**config.mk**
```make
export PLATFORM = sky130hd
export DESIGN_NAME = mem_arbiter
export DESIGN_NICKNAME = d
export VERILOG_FILES = /design/src/rtl/mem_arbiter_pkg.sv /design/src/rtl/mem_arbiter.sv
export SDC_FILE = /design/constraint.sdc
export NUM_CORES = 1
export LEC_CHECK = 0
export ABC_AREA = 1
export CELL_PAD_IN_SITES_DETAIL_PLACEMENT = 0
export CELL_PAD_IN_SITES_GLOBAL_PLACEMENT = 1
export CORE_ASPECT_RATIO = 0.8
export CORE_MARGIN = 2
export CORE_UTILIZATION = 22
export CTS_BUF_LIST = sky130_fd_sc_hd__clkbuf_4 sky130_fd_sc_hd__clkbuf_8
export DETAILED_ROUTE_END_ITERATION = 8
export HOLD_SLACK_MARGIN = 0.03
export PLACE_DENSITY = 0.91
export SLEW_MARGIN = 20
export SYNTH_ARGS = -nofsm -noshare
export SYNTH_HDL_FRONTEND = slang
export SYNTH_SLANG_ARGS = --single-unit
```
**constraint.sdc**
```tcl
create_clock -name clk_i -period 1.23 [get_ports clk_i]
set_input_delay 0.123 -clock clk_i [delete_from_list [all_inputs] [get_ports clk_i]]
set_output_delay 0.123 -clock clk_i [all_outputs]
set_load 0.05 [all_outputs]
```
**src/rtl/mem_arbiter_pkg.sv**
```systemverilog
// Shared types and constants for the program/data memory arbiter.
// The opcode constants give names to the values the bench preloads into the memory.
package mem_arbiter_pkg;

    localparam int ADDR_WIDTH_DEF = 4;
    localparam int DATA_WIDTH_DEF = 4;
    localparam int DEPTH_DEF      = 16;

    typedef enum logic [1:0] {
        CPU_RUN   = 2'd0,
        HOST_IDLE = 2'd1,
        HOST_RD   = 2'd2,
        RELEASE   = 2'd3
    } arb_state_e;

    // Instruction opcodes of the 4-bit core
    localparam logic [3:0] OP_NOP = 4'h0;
    localparam logic [3:0] OP_LDA = 4'h1;
    localparam logic [3:0] OP_ADD = 4'h2;
    localparam logic [3:0] OP_SUB = 4'h3;
    localparam logic [3:0] OP_STA = 4'h4;
    localparam logic [3:0] OP_LDI = 4'h5;
    localparam logic [3:0] OP_JMP = 4'h6;
    localparam logic [3:0] OP_OUT = 4'hE;
    localparam logic [3:0] OP_HLT = 4'hF;

endpackage

```
**src/rtl/mem_arbiter.sv**
```systemverilog
// Arbitrates the single memory port between the CPU core and the host programming port.
// While the host owns memory the CPU is stalled; the host walks memory with an auto-incrementing pointer.
module mem_arbiter
    import mem_arbiter_pkg::*;
#(
    parameter int ADDR_WIDTH = ADDR_WIDTH_DEF,
    parameter int DATA_WIDTH = DATA_WIDTH_DEF,
    parameter int DEPTH      = DEPTH_DEF
) (
    input  logic                  clk_i,
    input  logic                  reset_i,
    input  logic                  cpu_req_i,
    input  logic                  cpu_we_i,
    input  logic [ADDR_WIDTH-1:0] cpu_addr_i,
    input  logic [DATA_WIDTH-1:0] cpu_wdata_i,
    output logic                  cpu_gnt_o,
    output logic [DATA_WIDTH-1:0] cpu_rdata_o,
    output logic                  cpu_stall_o,
    input  logic                  host_prog_i,
    input  logic                  host_valid_i,
    input  logic                  host_we_i,
    input  logic [DATA_WIDTH-1:0] host_data_i,
    input  logic                  host_ptr_clr_i,
    output logic                  host_ready_o,
    output logic [DATA_WIDTH-1:0] host_rdata_o,
    output logic                  host_rvalid_o,
    output logic [ADDR_WIDTH-1:0] host_ptr_o,
    output logic                  prog_done_o,
    output logic                  mem_write_en_o,
    output logic                  mem_read_en_o,
    output logic [ADDR_WIDTH-1:0] mem_addr_o,
    output logic [DATA_WIDTH-1:0] mem_data_o,
    input  logic [DATA_WIDTH-1:0] mem_data_i
);

    arb_state_e            state_reg, state_next;
    logic [ADDR_WIDTH-1:0] ptr_reg, ptr_next;
    logic [DATA_WIDTH-1:0] rdata_reg;
    logic                  rvalid_reg;
    logic                  done_reg;
    logic [ADDR_WIDTH-1:0] eff_addr;
    logic [ADDR_WIDTH-1:0] eff_addr_inc;
    logic                  host_rd_xfer;

    // A pointer clear in the same cycle as a transfer redirects that transfer to address 0
    assign eff_addr     = host_ptr_clr_i ? '0 : ptr_reg;
    assign eff_addr_inc = (eff_addr == ADDR_WIDTH'(DEPTH - 1)) ? '0 : eff_addr + 1'b1;

    always_ff @(posedge clk_i or posedge reset_i) begin
        if (reset_i) begin
            state_reg  <= CPU_RUN;
            ptr_reg    <= '0;
            rdata_reg  <= '0;
            rvalid_reg <= 1'b0;
            done_reg   <= 1'b0;
        end else begin
            state_reg  <= state_next;
            ptr_reg    <= ptr_next;
            rvalid_reg <= (state_next == HOST_RD);
            done_reg   <= (state_reg == RELEASE);
            if (host_rd_xfer) begin
                rdata_reg <= mem_data_i;
            end
        end
    end

    always_comb begin
        state_next     = state_reg;
        ptr_next       = eff_addr;
        host_rd_xfer   = 1'b0;
        cpu_gnt_o      = 1'b0;
        host_ready_o   = 1'b0;
        mem_write_en_o = 1'b0;
        mem_read_en_o  = 1'b0;
        mem_addr_o     = '0;
        mem_data_o     = '0;
        case (state_reg)
            CPU_RUN: begin
                cpu_gnt_o      = cpu_req_i;
                mem_write_en_o = cpu_req_i & cpu_we_i;
                mem_read_en_o  = cpu_req_i & ~cpu_we_i;
                mem_addr_o     = cpu_req_i ? cpu_addr_i : '0;
                mem_data_o     = (cpu_req_i & cpu_we_i) ? cpu_wdata_i : '0;
                if (host_prog_i) begin
                    state_next = HOST_IDLE;
                end
            end
            HOST_IDLE: begin
                host_ready_o = 1'b1;
                if (host_valid_i) begin
                    mem_write_en_o = host_we_i;
                    mem_read_en_o  = ~host_we_i;
                    mem_addr_o     = eff_addr;
                    mem_data_o     = host_we_i ? host_data_i : '0;
                    ptr_next       = eff_addr_inc;
                    host_rd_xfer   = ~host_we_i;
                    if (!host_we_i) begin
                        state_next = HOST_RD;
                    end else if (!host_prog_i) begin
                        state_next = RELEASE;
                    end
                end else if (!host_prog_i) begin
                    state_next = RELEASE;
                end
            end
            HOST_RD: begin
                state_next = host_prog_i ? HOST_IDLE : RELEASE;
            end
            RELEASE: begin
                state_next = CPU_RUN;
            end
        endcase
    end

    assign cpu_stall_o   = (state_reg != CPU_RUN);
    assign cpu_rdata_o   = cpu_gnt_o ? mem_data_i : '0;
    assign host_rdata_o  = rdata_reg;
    assign host_rvalid_o = rvalid_reg;
    assign host_ptr_o    = ptr_reg;
    assign prog_done_o   = done_reg;

endmodule
```
==> metrics <==
Initial DRC Count 25; Worst-Skew Late Latency 0.24 ns; Initial Util 23.7%; cell with the most instances after synthesis nand2_1; failing checks negative setup slack; largest net degree at the start of global routing 13; Slew @ Worst Pin 0.478 ns; area of the core 2850 um^2; outcome complete, but fails checks; IO buf count 50; Layout area overhead 178%; prevailing post-synth register cell dfrtp_1; DR WL/cell 12.0 um; CP Capture Type output pin; Max Slew Vio Count 0; worst r2r path cells 7; Reg2Reg Launch Point state_reg[1]; worst path required time 1.11 ns; Crit path arrival time 1.48 ns; most used cell, CP buf_4; mapped cell area 676 um^2; critical path startpoint category flip-flop; die span in y 53.6 um; critical path fanouts, max 3; Synth Instances 96; met3 Usage GRT 5.23%; CP Class reg2out; WL final 2.50 mm; Post-Place Cells 198; initial antenna violation count 0; met1 global-route usage 17.8%; Avg Inst Size Synth 7.04 um^2; Cell Chain, Critical Path nor2_4 > buf_4 > nand2_2 > buf_4 > o21ai_4 > buf_12; Worst slew margin 68.1%; GRT Max-Usage Layer met2; worst min path class in2async; CTS root buf clkbuf_8; Reg2Reg Setup Slack -0.04 ns; slowest stage delay, CP 0.42 ns; CTS tree done; Die W 66.0 um; WHS 0.196 ns; H-tree levels 1; ys async rst share 100%; critical path's slowest cell dfrtp_1; clk slew on worst S/H paths 0.06 ns; VDD IR max 0.00135 V; CP bufs+invs 3; Reg-to-Reg End host_ptr_o[3]; leading area contributor after synthesis dfrtp_1; Worst path top cell family by delay buffers and inverters; GRT overflow 0; fin worst setup slack -0.376 ns; Final Cycle Share 131%; Filler cells 226; Non-Filler Instances 209; layout cells sized above 1 48.5%; max_cap viols 0; fin nets 196; leak pwr 0.890 nW; DRC violations left 0; number of enable flip-flop cells after synthesis 0; first-pass GRT wire length 4.02 mm; clk_skew 0.00713 ns; origin of the worst setup path state_reg[1]; IO Pins 51; drt pass-1 iters 4; Yosys reg bits 12; Warnings, synthesis 0; endpoints failing hold 0; crit path time final 1.61 ns; antenna fix cells 0; DIE AREA 3530 um^2; Register Area 302 um^2; fmax 622 MHz; met2 GRT Util 27.9%; Final GP Congestion 0.797; Setup WS pre-CTS -0.189 ns; Multi-input gate area 454 um^2; most frequent cells after synthesis nand2_1 (31), inv_1 (17), dfrtp_1 (12), nor2_1 (11); # hold bufs at CTS 0; post-synthesis net count 120; cts bufs inserted 3; total clock sinks 12; Yosys top cell area share 44.4%; total track usage 15.3%; final setup fails 19; Synth area leaders dfrtp_1 (44%), nand2_1 (17%), inv_1 (9.4%); Std-Cell Rows 17; pwr/cell area 2210 nW/um^2; Max clock buf depth 2; RSZ-0062 raised after global routing true; vias in the first global route 857; DR vias/cell 4.09; post-route ant nets 0; via count 855; sequential-to-total area share from yosys stat 44.4%; hpwl dp 2.07 mm; Synth cell types 14
## worst register-to-register path: stages, from the launching register on
cell,delay (ns)
dfrtp_1,0.42
inv_1,0.13
nand3_4,0.14
buf_12,0.17
nor2_1,0.12
nand2_1,0.09
nand2_1,0.06
nand2_1,0.04
## worst max path at each step
stage | cells after the start | slack, ns | to
after CTS | 5 | -0.35 | mem_write_en_o
final | 6 | -0.38 | mem_read_en_o
after global placement | 6 | -0.15 | mem_data_o[1]
after floorplan | 5 | -0.23 | mem_data_o[0]
after global routing | 6 | -0.45 | mem_data_o[0]
after detailed placement | 6 | -0.19 | mem_data_o[0]
## cell families after synthesis
kind of cell | after synthesis | share of synthesized area (%)
AND/OR/NAND/NOR | 53 | 35.2
AO/OA/AOI/OAI | 11 | 8.33
XOR/XNOR | 1 | 1.30
flip-flops | 12 | 44.4
buffers and inverters | 19 | 10.7
## final cells by class
class,count,share of cell area [%]
timing repair buffer,71,50.0
sequential,12,16.0
clock buffer,4,2.93
tap,38,2.53
inverter,19,4.39
multi-input combinational,65,24.2
## per-layer routing
metal  vias up  part of all wire, %
met3         0                  7.2
met1       387                   37
met2        25                   56
met5         -                    0
met4         0                    0
li1        443                    -
## where the power goes
| group | switching, mW | internal (mW) |
|---|---|---|
| Sequential | 0.143 | 0.534 |
| Clock | 0.151 | 0.283 |
| Combinational | 1.57 | 1.47 |
| Total | 1.87 | 2.29 |
## placed cells by master (no fill, tap or decap), types with 2 or more instances in the layout
cell type,Yosys,routed
a21oi_1,2,2
buf_12,0,27
buf_4,0,18
buf_6,0,3
clkbuf_8,0,4
clkdlybuf4s50_1,0,23
dfrtp_1,12,11
inv_1,17,16
nand2_1,31,18
nand2_2,0,8
nand2_4,1,6
nand3_1,8,7
nor2_1,11,6
nor2_4,1,6
o21ai_0,8,4
o21ai_4,0,3
## repair_timing
action	4_1_cts	5_1_grt
gates resized for setup	12	6
endpoints found under the setup margin	20	25
setup buffers	4	3
pin swaps	3	4
## per-stage QoR
step | cell area (um^2) | setup TNS, ns | total power, mW | util [%]
6_report | 1880 | -5.18 | 4.15 | 66.0
5_1_grt | 1880 | -6.81 | 4.36 | 66.0
3_5_place_dp | 1710 | -2.95 | 3.48 | 59.9
3_3_place_gp | 1710 | -2.23 | 3.44 | 59.9
2_1_floorplan | 785 | -2.62 | 2.01 | -
4_1_cts | 1840 | -4.62 | 4.09 | 64.4
(Power assumes the default switching activity.)
